File: src/rtl/vx_fifo_queue_mc.sv
// Multi-queue FIFO: NUM_QUEUES independent logical FIFOs of DEPTH entries each,
// sharing one RAM (synchronous write, asynchronous read).
//
// Ports:
//   clk, reset        clock, asynchronous active-high reset
//   push, push_qid    write data_in to the tail of queue push_qid
//   data_in           push data
//   pop, pop_qid      remove the head of queue pop_qid
//   data_out          head of queue pop_qid (combinational, valid when non-empty)
//   flush             per-queue flush mask; overrides push/pop to that queue
//   empty, alm_empty  per-queue size == 0 / size <= ALM_EMPTY (registered)
//   full, alm_full    per-queue size == DEPTH / size >= ALM_FULL (registered)
//   size              per-queue occupancy, queue q at [q*SIZEW +: SIZEW]
module vx_fifo_queue_mc #(
  parameter int unsigned DATAW      = 1,
  parameter int unsigned DEPTH      = 4,
  parameter int unsigned NUM_QUEUES = 4,
  parameter int unsigned ALM_FULL   = DEPTH - 1,
  parameter int unsigned ALM_EMPTY  = 1,
  parameter int unsigned LUTRAM     = 1,
  parameter int unsigned QIDW       = (NUM_QUEUES > 1) ? $clog2(NUM_QUEUES) : 1,
  parameter int unsigned SIZEW      = $clog2(DEPTH + 1)
) (
  input  logic                        clk,
  input  logic                        reset,
  input  logic                        push,
  input  logic [QIDW-1:0]             push_qid,
  input  logic [DATAW-1:0]            data_in,
  input  logic                        pop,
  input  logic [QIDW-1:0]             pop_qid,
  output logic [DATAW-1:0]            data_out,
  input  logic [NUM_QUEUES-1:0]       flush,
  output logic [NUM_QUEUES-1:0]       empty,
  output logic [NUM_QUEUES-1:0]       alm_empty,
  output logic [NUM_QUEUES-1:0]       full,
  output logic [NUM_QUEUES-1:0]       alm_full,
  output logic [NUM_QUEUES*SIZEW-1:0] size
);

  localparam int unsigned PTRW  = $clog2(DEPTH);
  localparam int unsigned WORDS = NUM_QUEUES * DEPTH;
  localparam int unsigned AW    = (WORDS > 1) ? $clog2(WORDS) : 1;

  logic [PTRW-1:0]       wr_ptr_q [NUM_QUEUES];
  logic [PTRW-1:0]       wr_ptr_d [NUM_QUEUES];
  logic [PTRW-1:0]       rd_ptr_q [NUM_QUEUES];
  logic [PTRW-1:0]       rd_ptr_d [NUM_QUEUES];
  logic [SIZEW-1:0]      size_q   [NUM_QUEUES];
  logic [SIZEW-1:0]      size_d   [NUM_QUEUES];
  logic [NUM_QUEUES-1:0] empty_q, empty_d, alm_empty_q, alm_empty_d;
  logic [NUM_QUEUES-1:0] full_q, full_d, alm_full_q, alm_full_d;
  logic [NUM_QUEUES-1:0] push_sel, push_ok, pop_ok;

  // Explicit wrap so non-power-of-2 depths work.
  function automatic logic [PTRW-1:0] ptr_inc(input logic [PTRW-1:0] p);
    return (p == PTRW'(DEPTH - 1)) ? '0 : p + 1'b1;
  endfunction

  always_comb begin
    for (int q = 0; q < NUM_QUEUES; q++) begin
      push_sel[q] = push && (push_qid == QIDW'(q)) && !flush[q];
      pop_ok[q]   = pop && (pop_qid == QIDW'(q)) && !flush[q] && (size_q[q] != '0);
      // A full queue accepts a push only when it is popped in the same cycle.
      push_ok[q]  = push_sel[q] && ((size_q[q] != SIZEW'(DEPTH)) || pop_ok[q]);
      wr_ptr_d[q] = wr_ptr_q[q];
      rd_ptr_d[q] = rd_ptr_q[q];
      size_d[q]   = size_q[q];
      if (flush[q]) begin
        wr_ptr_d[q] = '0;
        rd_ptr_d[q] = '0;
        size_d[q]   = '0;
      end else begin
        if (push_ok[q]) wr_ptr_d[q] = ptr_inc(wr_ptr_q[q]);
        if (pop_ok[q])  rd_ptr_d[q] = ptr_inc(rd_ptr_q[q]);
        if (push_ok[q] && !pop_ok[q])      size_d[q] = size_q[q] + 1'b1;
        else if (pop_ok[q] && !push_ok[q]) size_d[q] = size_q[q] - 1'b1;
      end
      empty_d[q]     = (size_d[q] == '0);
      alm_empty_d[q] = (size_d[q] <= SIZEW'(ALM_EMPTY));
      full_d[q]      = (size_d[q] == SIZEW'(DEPTH));
      alm_full_d[q]  = (size_d[q] >= SIZEW'(ALM_FULL));
    end
  end

  always_ff @(posedge clk or posedge reset) begin
    if (reset) begin
      for (int q = 0; q < NUM_QUEUES; q++) begin
        wr_ptr_q[q] <= '0;
        rd_ptr_q[q] <= '0;
        size_q[q]   <= '0;
      end
      empty_q     <= '1;
      alm_empty_q <= '1;
      full_q      <= '0;
      alm_full_q  <= '0;
    end else begin
      for (int q = 0; q < NUM_QUEUES; q++) begin
        wr_ptr_q[q] <= wr_ptr_d[q];
        rd_ptr_q[q] <= rd_ptr_d[q];
        size_q[q]   <= size_d[q];
      end
      empty_q     <= empty_d;
      alm_empty_q <= alm_empty_d;
      full_q      <= full_d;
      alm_full_q  <= alm_full_d;
    end
  end

  logic          we;
  logic [AW-1:0] wr_addr, rd_addr;

  assign we      = |push_ok;
  assign wr_addr = AW'(push_qid) * AW'(DEPTH) + AW'(wr_ptr_q[push_qid]);
  assign rd_addr = AW'(pop_qid) * AW'(DEPTH) + AW'(rd_ptr_q[pop_qid]);

  if (LUTRAM != 0) begin : g_lutram
    (* ram_style = "distributed" *) logic [DATAW-1:0] mem [WORDS];
    always_ff @(posedge clk) begin
      if (we) mem[wr_addr] <= data_in;
    end
    assign data_out = mem[rd_addr];
  end else begin : g_ram
    (* ram_style = "block" *) logic [DATAW-1:0] mem [WORDS];
    always_ff @(posedge clk) begin
      if (we) mem[wr_addr] <= data_in;
    end
    assign data_out = mem[rd_addr];
  end

  assign empty     = empty_q;
  assign alm_empty = alm_empty_q;
  assign full      = full_q;
  assign alm_full  = alm_full_q;

  always_comb begin
    size = '0;
    for (int q = 0; q < NUM_QUEUES; q++) size[q*SIZEW +: SIZEW] = size_q[q];
  end

`ifndef SYNTHESIS
  always @(posedge clk) begin
    if (!reset) begin
      assert (!(push && !flush[push_qid] && full_q[push_qid]
                && !(pop && (pop_qid == push_qid))))
        else $warning("vx_fifo_queue_mc: push to full queue %0d ignored", push_qid);
      assert (!(pop && !flush[pop_qid] && empty_q[pop_qid]))
        else $warning("vx_fifo_queue_mc: pop from empty queue %0d ignored", pop_qid);
    end
  end
`endif

endmodule

File: config.mk
export PLATFORM = sky130hd
export DESIGN_NAME = vx_fifo_queue_mc
export DESIGN_NICKNAME = d
export VERILOG_FILES = /design/src/rtl/vx_fifo_queue_mc.sv
export SDC_FILE = /design/constraint.sdc
export NUM_CORES = 1
export LEC_CHECK = 0
export ABC_AREA = 1
export CAP_MARGIN = 20
export CORE_AREA = 2 2 136 72
export CTS_BUF_LIST = sky130_fd_sc_hd__clkbuf_2 sky130_fd_sc_hd__clkbuf_4 sky130_fd_sc_hd__clkbuf_8
export DETAILED_ROUTE_END_ITERATION = 7
export DIE_AREA = 0 0 138 74
export MAX_ROUTING_LAYER = met4
export PLACE_DENSITY = 0.64
export SLEW_MARGIN = 20
export SYNTH_ARGS = -nofsm -noshare
export SYNTH_HDL_FRONTEND = slang
export SYNTH_SLANG_ARGS = --single-unit
File: constraint.sdc
create_clock -name clk -period 1.7 [get_ports clk]
set_input_delay 0.255 -clock clk [delete_from_list [all_inputs] [get_ports clk]]
set_output_delay 0.255 -clock clk [all_outputs]
set_load 0.05 [all_outputs]
==> results of run 1 <==
kinds of logic after synthesis:
| family | share of synthesized area, % |
|---|---|
| and+or+nand+nor | 32.8 |
| adders and majority gates | 7.11 |
| AOI/OAI and AO/OA | 4.66 |
| buffers and inverters | 8.18 |
| DFF | 45.2 |
| xor gates and xnor gates | 1.99 |
state kept, by name, summed over array words and instances (netlist names):
| register | count |
|---|---|
| full | 4 |
| empty | 4 |
| wr_ptr_q | 8 |
| alm_full | 4 |
| alm_empty | 4 |
| g_lutram.mem | 16 |
| size | 12 |
| rd_ptr_q | 8 |
worst paths after layout:
| path | startpoint | to | slack, ns | cells after the start |
|---|---|---|---|---|
| setup / recovery | rd_ptr_q[4] | data_out | -0.28 | 12 |
| hold / removal | reset | size[2] | 0.16 | 2 |
| setup reg to reg | size[9] | g_lutram.mem[13] | 0.11 | 7 |
| hold reg to reg | wr_ptr_q[6] | wr_ptr_q[6] | 0.49 | 1 |
| max in group asynchronous | reset | alm_empty[3] | 0.99 | 3 |
| min in group clk | wr_ptr_q[6] | wr_ptr_q[6] | 0.49 | 1 |
area by class of cell:
type,count,area (µm²),area share (%)
clock inverters,6,55.1,1.15
repair buffers,100,812,17.0
well taps,121,151,3.17
flip-flops and latches,60,1600,33.5
inverters,71,272,5.68
clock buffers,10,131,2.75
multi-input cells,292,1750,36.7
per-stage QoR:
step           cells  setup WS (ns)
2_1_floorplan    425        0.00428
3_3_place_gp     638         -0.472
3_5_place_dp     638         -0.502
4_1_cts          658         -0.279
5_1_grt          660         -0.416
6_report         660         -0.283
worst max-delay path: stages (launching register included):
cell      delay, ns
dfrtp_1        0.42
nand2_1        0.09
nand2_1        0.06
nand2_2        0.08
buf_4          0.13
nand3b_1       0.09
nand3_1        0.09
nand2_1        0.05
nand2_1        0.05
nand2_1        0.05
inv_1          0.06
nand2_2        0.06
buf_12         0.14
report_power, final:
group | leakage [nW] | internal [mW] | total (mW) | switching, mW
Combinational | 1.70 | 0.388 | 1.01 | 0.622
Clock | 0.0945 | 0.677 | 1.26 | 0.583
Sequential | 0.707 | 1.60 | 1.67 | 0.0676
Total | 2.50 | 2.66 | 3.94 | 1.27
layout by cell type, fill, tap and decap left out, drive strengths merged:
master,n
xor2,5
ha,20
o21ai,19
nand2,112
clkinvlp,1
nand4,8
clkdlybuf4s50,7
o31ai,3
clkbuf,10
dlymetal6s2s,2
buf,88
nor2b,1
inv,71
dfstp,8
a21boi,1
bufinv,1
dfrtp,36
or2,3
a21oi,1
nor2,50
o21a,1
clkinv,4
edfxtp,16
nand3,52
xnor2,3
a22oi,3
dlygate4sd2,3
nand3b,7
nor3,3
metal layers:
metal / vias up / GRT usage [%]
li1: 1582 / -
met1: 1376 / 25.2
met2: 69 / 23.5
met3: 12 / 6.37
met4: 0 / 6.35
met5: - / -
repair_timing:
item | in CTS | in global routing
resized for setup | 10 | 23
buffers inserted | 3 | 2
gates cloned | 1 | 0
hold endpoints to repair | 0 | 0
setup endpoints to repair | 11 | 29
pin swaps | 6 | 9
==> run summary, run 1 <==
Status: complete, but fails checks
Failing checks: negative setup slack
H-Tree Depth: 3
Pre-Repair DR Iteration Count: 4
Placed inst area: 0.00445 mm²
Global-route wire length before repair: 13600 µm
Share of cells above drive strength 1: 34.0%
Cell with the most instances after synthesis: nand2_1
Relative slew margins: 66.7%
Cells after synthesis: 425
WL final: 8530 µm
Largest cells by area after synthesis: dfrtp_1 26%, edfxtp_1 14%, nand2_1 11%, inv_1 7.3%, ha_1 7.1%
Post-synth top cells: 103 x nand2_1, 68 x inv_1, 42 x nand3_1
Final hold violations: 0
Avg Synthesized Cell Area: 8.28 µm²
Setup TNS: -0.283 ns
TritonCTS clock tree: done
Number of synthesized flops with an enable pin: 16
Vias: 3039
Clk_skew: 0.00953 ns
Finished Cell Area: 0.00478 mm²
Warnings from Yosys: 0
Layout Utilization: 52.7%
Worst min path class: input port to async pin
Post-CTS Hold Buffers: 0
Net Count, Synth: 458
Gr ovfl total: 0
Ys flop type: dfrtp_1
Die Ht: 74 µm
Max Slew Vio Count: 0
Slew at the pin with the worst max-slew slack: 0.497 ns
Vias in the first global route: 2838
PD cells: 824 mW/mm²
CTS max path bufs: 2
Initial antenna violation count: 0
Final setup fails: 1
Antenna Cells: 0
Post-Synthesis Cell Area: 0.00352 mm²
Yosys reg bits: 60
Share of flip-flops with an asynchronous set or reset: 73.3%
Largest net degree at the start of global routing: 33
Final WS setup: -0.283 ns
Post-synth top area share: 25.6%
Clock Latency Late Sink: 0.35 ns
Tot Pwr: 3.94 mW
Initial DRC count: 168
Clock root buffer: clkbuf_8
Yosys cell types: 33
GPL Wtd Cong: 0.897
Final HPWL DP: 6590 µm
Max Cap Viol: 0
CP Capture Type: output port
CTS Buf Count: 9
Num rows: 25
Startpoint types: flop
Final ANT Viol Nets: 0
Sequential cell area fraction in the yosys report: 45.2%
Worst endpoint required time: 1.44 ns
Die W: 138 µm
Nets@finish: 567
# IOs: 42
Max Fclk: 0.504 GHz
Cell taking the most area after synthesis: dfrtp_1
Hold WS: 0.164 ns
Metal3 WL: 652 µm
RSZ-0062 raised after global routing: true
Critical Path AT: 1.73 ns
Worst Setup Path Type: flop to output port
Drt wl/cell: 12.9 µm
Vias per cell: 4.60
Max VDD drop: 366 µV
Die area: 0.0102 mm²
Area delta synth->final: 35.8%
Met2 Routed Length: 3220 µm
LEAKAGE: 2.50 nW
Starting density of the core: 38.8%
DR top layer: met4
CTS Sinks: 60
Met1 WL: 4530 µm
Core region area: 0.00907 mm²
Crit path time final: 1.98 ns
Filler cells: 846
DRC Markers: 0
GRT Util Overall: 17.9%
IO buf count: 41
Crit-path max FO: 4
Period utilization: 117%
Clk slew on worst S/H paths: 0.07 ns
Power figures use the tool's default switching activity.
==> inputs of run 2 (changes only) <==
CORE_AREA = 2 2 112 87   (was 2 2 136 72)
DIE_AREA = 0 0 114 89   (was 0 0 138 74)
==> run summary, run 2 (synthesized netlist as in run 1, its figures left out) <==
Global-route wire length before repair: 13800 µm (was 13600 µm)
Period utilization: 115% (was 117%)
Most frequent cells in the layout: 87 x nand2_1, 75 x buf_4, 57 x inv_1, 37 x nand3_1, 37 x nor2_1 (was 92 x nand2_1, 83 x buf_4, 62 x inv_1, 40 x nand3_1, 38 x nor2_1)
Num rows: 30 (was 25)
Max Cap Viol: 0 (unchanged)
Crit-path max FO: 5 (was 4)
Setup TNS: -0.262 ns (was -0.283 ns)
Clk slew on worst S/H paths: 0.06 ns (was 0.07 ns)
Antenna Cells: 0 (unchanged)
Switching part of the total power: 31.1% (was 32.3%)
Crit path time final: 1.96 ns (was 1.98 ns)
TritonCTS clock tree: done (unchanged)
Sequential power share: 43.0% (was 42.3%)
Final hold violations: 0 (unchanged)
Die area: 0.0101 mm² (was 0.0102 mm²)
Worst R2R Path Depth: 9 (was 7)
Clock Latency Late Sink: 0.33 ns (was 0.35 ns)
Area delta synth->final: 37.1% (was 35.8%)
Setup crit start: rd_ptr_q[2] (was rd_ptr_q[4])
Hold WS: 0.219 ns (was 0.164 ns)
Gr ovfl total: 0 (unchanged)
LEAKAGE: 2.54 nW (was 2.50 nW)
Vias per cell: 4.86 (was 4.60)
H-Tree Depth: 3 (unchanged)
Die W: 114 µm (was 138 µm)
Starting density of the core: 39.4% (was 38.8%)
Initial DRC count: 188 (was 168)
WL final: 8450 µm (was 8530 µm)
CTS Buf Count: 9 (unchanged)
Commonest non-fill, non-tap cell in the layout: nand2_1 (unchanged)
IO buf count: 41 (unchanged)
Max Fclk: 0.510 GHz (was 0.504 GHz)
Initial antenna violation count: 0 (unchanged)
Status: complete, but fails checks (unchanged)
Share of cells above drive strength 1: 36.7% (was 34.0%)
R2R setup slack: 0.13 ns (was 0.11 ns)
Tot Pwr: 3.88 mW (was 3.94 mW)
Core region area: 0.00893 mm² (was 0.00907 mm²)
Final HPWL DP: 6330 µm (was 6590 µm)
Worst min path class: input port to async pin (unchanged)
Vias: 3139 (was 3039)
Worst reg2reg endpoint: empty[0] (was g_lutram.mem[13])
Max Slew Vio Count: 0 (unchanged)
CP Capture Type: output port (unchanged)
Largest registers: g_lutram.mem: 16 flops, size: 12 flops (unchanged)
PD cells: 805 mW/mm² (was 824 mW/mm²)
Clk pwr share: 31.6% (was 32.0%)
Pre-Repair DR Iteration Count: 5 (was 4)
Startpoint types: flop (unchanged)
Max VDD drop: 546 µV (was 366 µV)
GPL Wtd Cong: 0.820 (was 0.897)
Cells after DPL: 613 (was 638)
Largest net degree at the start of global routing: 17 (was 33)
Die Ht: 89 µm (was 74 µm)
Pint: 2.68 mW (was 2.66 mW)
Dpl ws: -0.513 ns (was -0.502 ns)
Reg2Reg Launch Point: size[1] (was size[9])
Clk_skew: 0.00390 ns (was 0.00953 ns)
RSZ-0062 raised after global routing: true (unchanged)
CTS Sinks: 60 (unchanged)
Drt wl/cell: 13.1 µm (was 12.9 µm)
Worst Setup Path Type: flop to output port (unchanged)
Max reg flops: 16 (unchanged)
Nets@finish: 562 (was 567)
Largest reg by FF count: g_lutram.mem (unchanged)
Vias in the first global route: 2965 (was 2838)
DRC Markers: 0 (unchanged)
Final ANT Viol Nets: 0 (unchanged)
Failing checks: negative setup slack (unchanged)
Clock root buffer: clkbuf_8 (unchanged)
CTS max path bufs: 2 (unchanged)
Final non-filler cell total: 646 (was 660)
Final WS setup: -0.262 ns (was -0.283 ns)
# IOs: 42 (unchanged)
Worst endpoint required time: 1.44 ns (about the same)
Slew at the pin with the worst max-slew slack: 0.581 ns (was 0.497 ns)
Critical Path AT: 1.71 ns (was 1.73 ns)
Final setup fails: 1 (unchanged)
Comb pwr share: 25.4% (was 25.7%)
Relative slew margins: 61.1% (was 66.7%)
GRT Util Overall: 18.0% (was 17.9%)
Psw: 1.21 mW (was 1.27 mW)
[run 2: layout make-up]
type,count,area (µm²)
Clock buffer,15,188
Clock inverter,1,5.00
Fill cell,826,4110
Inverter,71,269
Multi-Input combinational cell,292,1820
Sequential cell,60,1600
Tap cell,112,140
Timing Repair Buffer,95,802
[run 2: metal layers]
layer  vias to the layer above  share of wire, %  GRT usage (%)
li1                       1569                 -              -
met1                      1486                46           23.4
met2                        74                48           28.4
met3                        10               5.2           4.14
met4                         0               1.3           5.32
met5                         -                 0              -
[run 2: stage by stage]
step | area [µm²] | utilization (%)
2_1_floorplan | 3560 | -
3_3_place_gp | 4330 | 48.5
3_5_place_dp | 4330 | 48.5
4_1_cts | 4650 | 52.0
5_1_grt | 4820 | 54.0
6_report | 4820 | 54.0
[run 2: critical path, stage by stage (launching register included)]
cell	delay, ns
dfrtp_1	0.42
nand2_1	0.09
nand2_2	0.06
nand2_4	0.10
buf_6	0.12
nand3b_1	0.08
nand3_1	0.08
nand2_1	0.05
nand2_1	0.06
nand2_1	0.06
inv_2	0.05
nand2_2	0.06
buf_12	0.14
[run 2: timing repair]
action                                  CTS  global route
pin swaps                                12            13
hold buffers                              0             0
setup buffers                             9             7
cloned                                    1             0
resized for setup                        23            36
endpoints found under the setup margin    8            46
[run 2: how the worst max path moves through the flow]
stage | to | slack [ns] | cells after the start
after global placement | data_out | -0.44 | 15
after detailed placement | data_out | -0.51 | 15
after CTS | data_out | -0.29 | 12
final | data_out | -0.26 | 12
after floorplan | data_out | 0.004 | 13
after global routing | data_out | -0.38 | 12
[run 2: power groups by stage]
stage                     clock network (mW)  logic, mW  registers (mW)
final                                   1.23      0.988            1.67
after global routing                    1.33       1.09            1.68
after CTS                               1.27      0.943            1.67
after detailed placement                   0      0.902            1.70
after global placement                     0      0.878            1.70
after floorplan                            0      0.454            1.83
